File: src/rtl/sp_ram_initiator_pkg.sv
// sp_ram_initiator_pkg: shared response type, FSM states and word-offset constant
package sp_ram_initiator_pkg;
  localparam int WORD_OFFSET = 2;
  typedef struct packed {
    logic [31:0] rdata;
    logic        err;
  } rsp_t;
  typedef enum logic {IDLE, WAIT} state_t;
endpackage

File: src/rtl/sp_ram_rsp_fifo.sv
// sp_ram_rsp_fifo: power-of-two response FIFO with occupancy count
module sp_ram_rsp_fifo
  import sp_ram_initiator_pkg::*;
#(
  parameter int DEPTH = 4
) (
  input  logic                     clk_i,
  input  logic                     rst_i,
  input  logic                     push,
  input  logic                     pop,
  input  rsp_t                     din,
  output rsp_t                     dout,
  output logic                     full,
  output logic                     empty,
  output logic [$clog2(DEPTH):0]   count
);
  localparam int AW = $clog2(DEPTH);
  localparam int CW = AW + 1;
  rsp_t mem [DEPTH];
  logic [AW-1:0] wr_ptr, rd_ptr;
  always_ff @(posedge clk_i) begin
    if (rst_i) begin
      wr_ptr <= '0;
      rd_ptr <= '0;
      count  <= '0;
    end else begin
      if (push) begin
        mem[wr_ptr] <= din;
        wr_ptr      <= wr_ptr + 1'b1;
      end
      if (pop) rd_ptr <= rd_ptr + 1'b1;
      count <= count + CW'(push) - CW'(pop);
    end
  end
  assign dout  = mem[rd_ptr];
  assign full  = count == CW'(DEPTH);
  assign empty = count == '0;
endmodule

File: src/rtl/sp_ram_initiator.sv
// sp_ram_initiator: front-side request to single-port RAM bridge with in-order buffered responses
// Optional misaligned-access error reporting enabled by SP_RAM_INITIATOR_ALIGN_CHECK_EN.
module sp_ram_initiator
  import sp_ram_initiator_pkg::*;
#(
  parameter int ADDR_WIDTH = 8,
  parameter int RSP_DEPTH  = 4
) (
  input  logic                  clk_i,
  input  logic                  rst_i,
  input  logic                  req_i,
  output logic                  gnt_o,
  input  logic [ADDR_WIDTH-1:0] addr_i,
  input  logic                  we_i,
  input  logic [3:0]            be_i,
  input  logic [31:0]           wdata_i,
  output logic                  rvalid_o,
  input  logic                  rready_i,
  output logic [31:0]           rdata_o,
  output logic                  rerr_o,
  output logic                  mem_en_o,
  output logic                  mem_we_o,
  output logic [ADDR_WIDTH-1:0] mem_addr_o,
  output logic [31:0]           mem_wdata_o,
  output logic [3:0]            mem_be_o,
  input  logic [31:0]           mem_rdata_i
);
  localparam int CW = $clog2(RSP_DEPTH) + 1;
  state_t          state;
  logic            we_q, err_q, accept, mis, push, pop, full, empty;
  logic [CW-1:0]   count;
  rsp_t            head, din;
`ifdef SP_RAM_INITIATOR_ALIGN_CHECK_EN
  assign mis = addr_i[WORD_OFFSET-1:0] != '0;
`else
  assign mis = 1'b0;
`endif
  // the in-flight request counts against capacity so a push can never hit a full FIFO
  assign gnt_o       = !rst_i && (int'(count) + int'(state == WAIT) < RSP_DEPTH);
  assign accept      = req_i && gnt_o;
  assign mem_en_o    = accept && !mis;
  assign mem_we_o    = mem_en_o && we_i;
  assign mem_addr_o  = addr_i & ~ADDR_WIDTH'((1 << WORD_OFFSET) - 1);
  assign mem_be_o    = be_i;
  assign mem_wdata_o = wdata_i;
  always_ff @(posedge clk_i) begin
    if (rst_i) begin
      state <= IDLE;
      we_q  <= 1'b0;
      err_q <= 1'b0;
    end else begin
      state <= accept ? WAIT : IDLE;
      we_q  <= we_i;
      err_q <= mis;
    end
  end
  assign push      = state == WAIT;
  assign din.rdata = (we_q || err_q) ? '0 : mem_rdata_i;
  assign din.err   = err_q;
  assign rvalid_o  = !empty && !rst_i;
  assign pop       = rvalid_o && rready_i;
  assign rdata_o   = rvalid_o ? head.rdata : '0;
  assign rerr_o    = rvalid_o && head.err;
  sp_ram_rsp_fifo #(.DEPTH(RSP_DEPTH)) u_fifo (
    .clk_i (clk_i),
    .rst_i (rst_i),
    .push  (push),
    .pop   (pop),
    .din   (din),
    .dout  (head),
    .full  (full),
    .empty (empty),
    .count (count)
  );
  always_ff @(posedge clk_i) if (!rst_i) assert (!(push && full));
endmodule
File: config.mk
export PLATFORM = sky130hd
export DESIGN_NAME = sp_ram_initiator
export DESIGN_NICKNAME = d
export VERILOG_FILES = /design/src/rtl/sp_ram_initiator_pkg.sv /design/src/rtl/sp_ram_rsp_fifo.sv /design/src/rtl/sp_ram_initiator.sv
export SDC_FILE = /design/constraint.sdc
export NUM_CORES = 1
export LEC_CHECK = 0
export CORE_MARGIN = 4
export CORE_UTILIZATION = 48
export DETAILED_ROUTE_END_ITERATION = 10
export HOLD_SLACK_MARGIN = 0.1
export PLACE_DENSITY_LB_ADDON = 0.2
export SYNTH_ARGS = -nofsm -noshare
export SYNTH_HDL_FRONTEND = slang
export SYNTH_SLANG_ARGS = --single-unit
File: constraint.sdc
create_clock -name clk_i -period 2.71 [get_ports clk_i]
set_input_delay 0.542 -clock clk_i [delete_from_list [all_inputs] [get_ports clk_i]]
set_output_delay 0.542 -clock clk_i [all_outputs]
set_load 0.005 [all_outputs]
==> impl_metrics.yaml <==
yosys:
  yosysWarnings: 0
  ys_ff_latch: 139
  syn_area_sq_um: 5960
  yosysSeqAreaShare_pct: 68.2
  ys_types: 28
  syn_inst: 343
  synth_async_sr_flop_share_pct: 0
  syn_avg_cell_area_sq_um: 17.4
  synth_ff_type: "edfxtp_1"
  synth_edf_count: 128
timing:
  slew_viol_final: 0
  fin_tns_setup_ns: 0
  finalCritPeriodShare_pct: 97.0
  fmax_ghz: 0.381
  fin_worst_skew_ns: 0.00879
  final-hold-violation-count: 0
  period_needed_ns: 2.63
  setup_violations: 0
  rsz0062_at_grt: "yes"
  fin_hold_ws_ns: 0.534
floorplan:
  initial_utilization_pct: 49.4
  ios: 162
  fp-row-count: 40
  die_height_um: 119
  coreArea_sq_um: 12100
  die_w_um: 119
  die-area_sq_um: 14300
pwr:
  pwr-share-seq_pct: 40.9
  p_total_mw: 6.12
  ir_drop_mv: 0.458
  p_comb_share_pct: 19.9
  swShare_pct: 22.2
  p_per_area_nw_per_um2: 833
  p_clk_share_pct: 39.2
  p_int_mw: 4.77
  switching_power_mw: 1.36
  power.leakage_nw: 2.46
placed_design:
  place_congestion: 0.676
  portBuffers: 72
  dp_hpwl_um: 6310
setup_path:
  reg2reg_slack_ns: 0.64
  worstReg2RegStart: "u_fifo.count[1]"
  worstPathMaxFanout: 12
  worstSetupEndpoint: "rdata_o[28]"
  r2r_end: "u_fifo.count[2]"
  cp-end-kind: "output port"
  arrival_ns: 2.09
  start_kind: "register"
  required_ns: 2.17
  rr_worst_depth: 9
  critical_path_class: "register to output port"
detailed_routing:
  drt_iter0_drc: 114
  drt_pass1_iterations: 4
  routedWlPerCell_um: 18.2
  vias: 2859
  routed_wirelength_um: 10400
  ant_nets: 0
  viasPerCell: 5.00
  route.detailed.drc: 0
clock_network:
  cts.sinks: 139
  cts_hold_buf: 0
  clock_latency_ns: 0.41
  clkSlewWorstSetupHoldPaths_ns: 0.05
  cts_tree: "built"
  h-tree-depth: 4
  cts_root_buffer: "clkbuf_16"
  cts_max_path_buffers: 2
  cts_buffers: 17
job:
  maxCapViolations: 0
global_route:
  grt_pass1_vias: 3081
  grt_max_degree: 33
  gr-total-overflow: 0
  grt_pass1_wl_um: 16100
  antenna_found_initial: 0
  track_usage_pct: 15.3
min_path:
  min_path_type: "register to register"
layout:
  final_layout_size_suffix_gt1_share_pct: 20.8
  n_antenna_cell: 0
  area_growth_pct: 23.3
  fin_nets: 480
outcome:
  outcome: "completed"
## cell families (layout without fill, tap and decap cells)
kind of cell               after synthesis  in the layout  synth area share [%]
and+or+nand+nor                         88             88                  8.96
AOI/OAI and AO/OA                        4              4                 0.483
buffers and inverters                   66            125                  7.56
xor gates and xnor gates                 4              4                 0.588
DFF                                    139            139                  68.2
adders and majority gates                8              8                  1.80
muxes                                   33             33                  12.4
other                                    1              3                0.0629
## layer usage
metal  track usage [%]  vias to the layer above  routed length (um)
met1              17.0                     1418                4110
met3              4.56                       42                 479
met4              7.52                        0                 228
met5                 0                        -                   0
li1                  -                     1322                   -
met2              26.6                       77                5590
## sequential cells by signal (all words and copies together), names as in the netlist, named ones only
register       count
u_fifo.wr_ptr      2
u_fifo.count       3
push               1
u_fifo.rd_ptr      2
we_q               1
u_fifo.mem       128
## layout by cell type (no fill, tap or decap), drive strengths merged, types with 2 or more instances in the layout
cell type        n
inv              7
nor2             9
buf             14
clkinvlp         4
clkinv           3
xor2             2
dlymetal6s2s     3
nor3b            2
ha               7
nor3             3
and2             4
dfxtp           11
edfxtp         128
conb             3
clkbuf          21
clkdlybuf4s50   69
nor2b           67
xnor2            2
bufinv           4
mux4            32
## cells in the mapped netlist, types with 3 or more instances
cell type	number	area, sq um
nor2_1	9	33.8
nor3_1	3	15.0
and2_1	4	25.0
edfxtp_1	128	3840
dfxtp_1	11	220
mux4_2	30	676
inv_1	7	26.3
ha_1	7	87.6
clkbuf_1	7	26.3
buf_2	3	15.0
buf_6	4	45.0
buf_4	45	338
nor2b_1	66	413
## cell type report
class                   count  area (sq um)
fillers                   915          4710
flip-flops and latches    139          4070
multi-input cells         140          1480
repair buffers             86           937
clock buffers              21           460
well taps                 168           210
clock inverters            11           168
inverters                   7          26.3
## stage by stage
stage          utilization, %  worst slack (ns)  instance area, sq um  instances
3_3_place_gp             55.4           -0.0189                  6680        539
4_1_cts                  60.8            0.0167                  7330        572
3_5_place_dp             55.4           -0.0687                  6680        539
5_1_grt                  60.9           -0.0153                  7350        572
6_report                 60.9            0.0821                  7350        572
2_1_floorplan               -             0.652                  5970        345
## power by group through the flow
| stage | registers, mW | logic (mW) | clock network [mW] |
|---|---|---|---|
| final | 2.50 | 1.22 | 2.40 |
| after global routing | 2.52 | 1.32 | 2.54 |
| after CTS | 2.51 | 1.25 | 2.45 |
| after detailed placement | 2.56 | 1.21 | 0 |
| after global placement | 2.55 | 1.19 | 0 |
| after floorplan | 2.51 | 0.791 | 0 |
## worst min-delay path by stage
stage | slack, ns | cells past startpoint | end | start
after floorplan | 0.48 | 2 | register | u_fifo.rd_ptr[1]
after global placement | 0.51 | 2 | register | u_fifo.rd_ptr[1]
after detailed placement | 0.51 | 2 | u_fifo.rd_ptr[0] | u_fifo.rd_ptr[0]
after CTS | 0.54 | 2 | register | u_fifo.rd_ptr[0]
after global routing | 0.59 | 2 | register | u_fifo.rd_ptr[0]
final | 0.53 | 2 | register | u_fifo.rd_ptr[0]
## critical path, cell delays in order (launching register included)
cell             delay [ns]
dfxtp_4                0.40
buf_12                 0.17
mux4_2                 0.52
nor2b_1                0.15
clkdlybuf4s50_1        0.44
## repair_timing
| action | CTS | global route |
|---|---|---|
| setup endpoints to repair | 32 | 7 |
| buffers inserted | 1 | 0 |
| resized for setup | 5 | 5 |
| cloned | 0 | 0 |
Note: power is estimated with default switching activity, not from simulation.
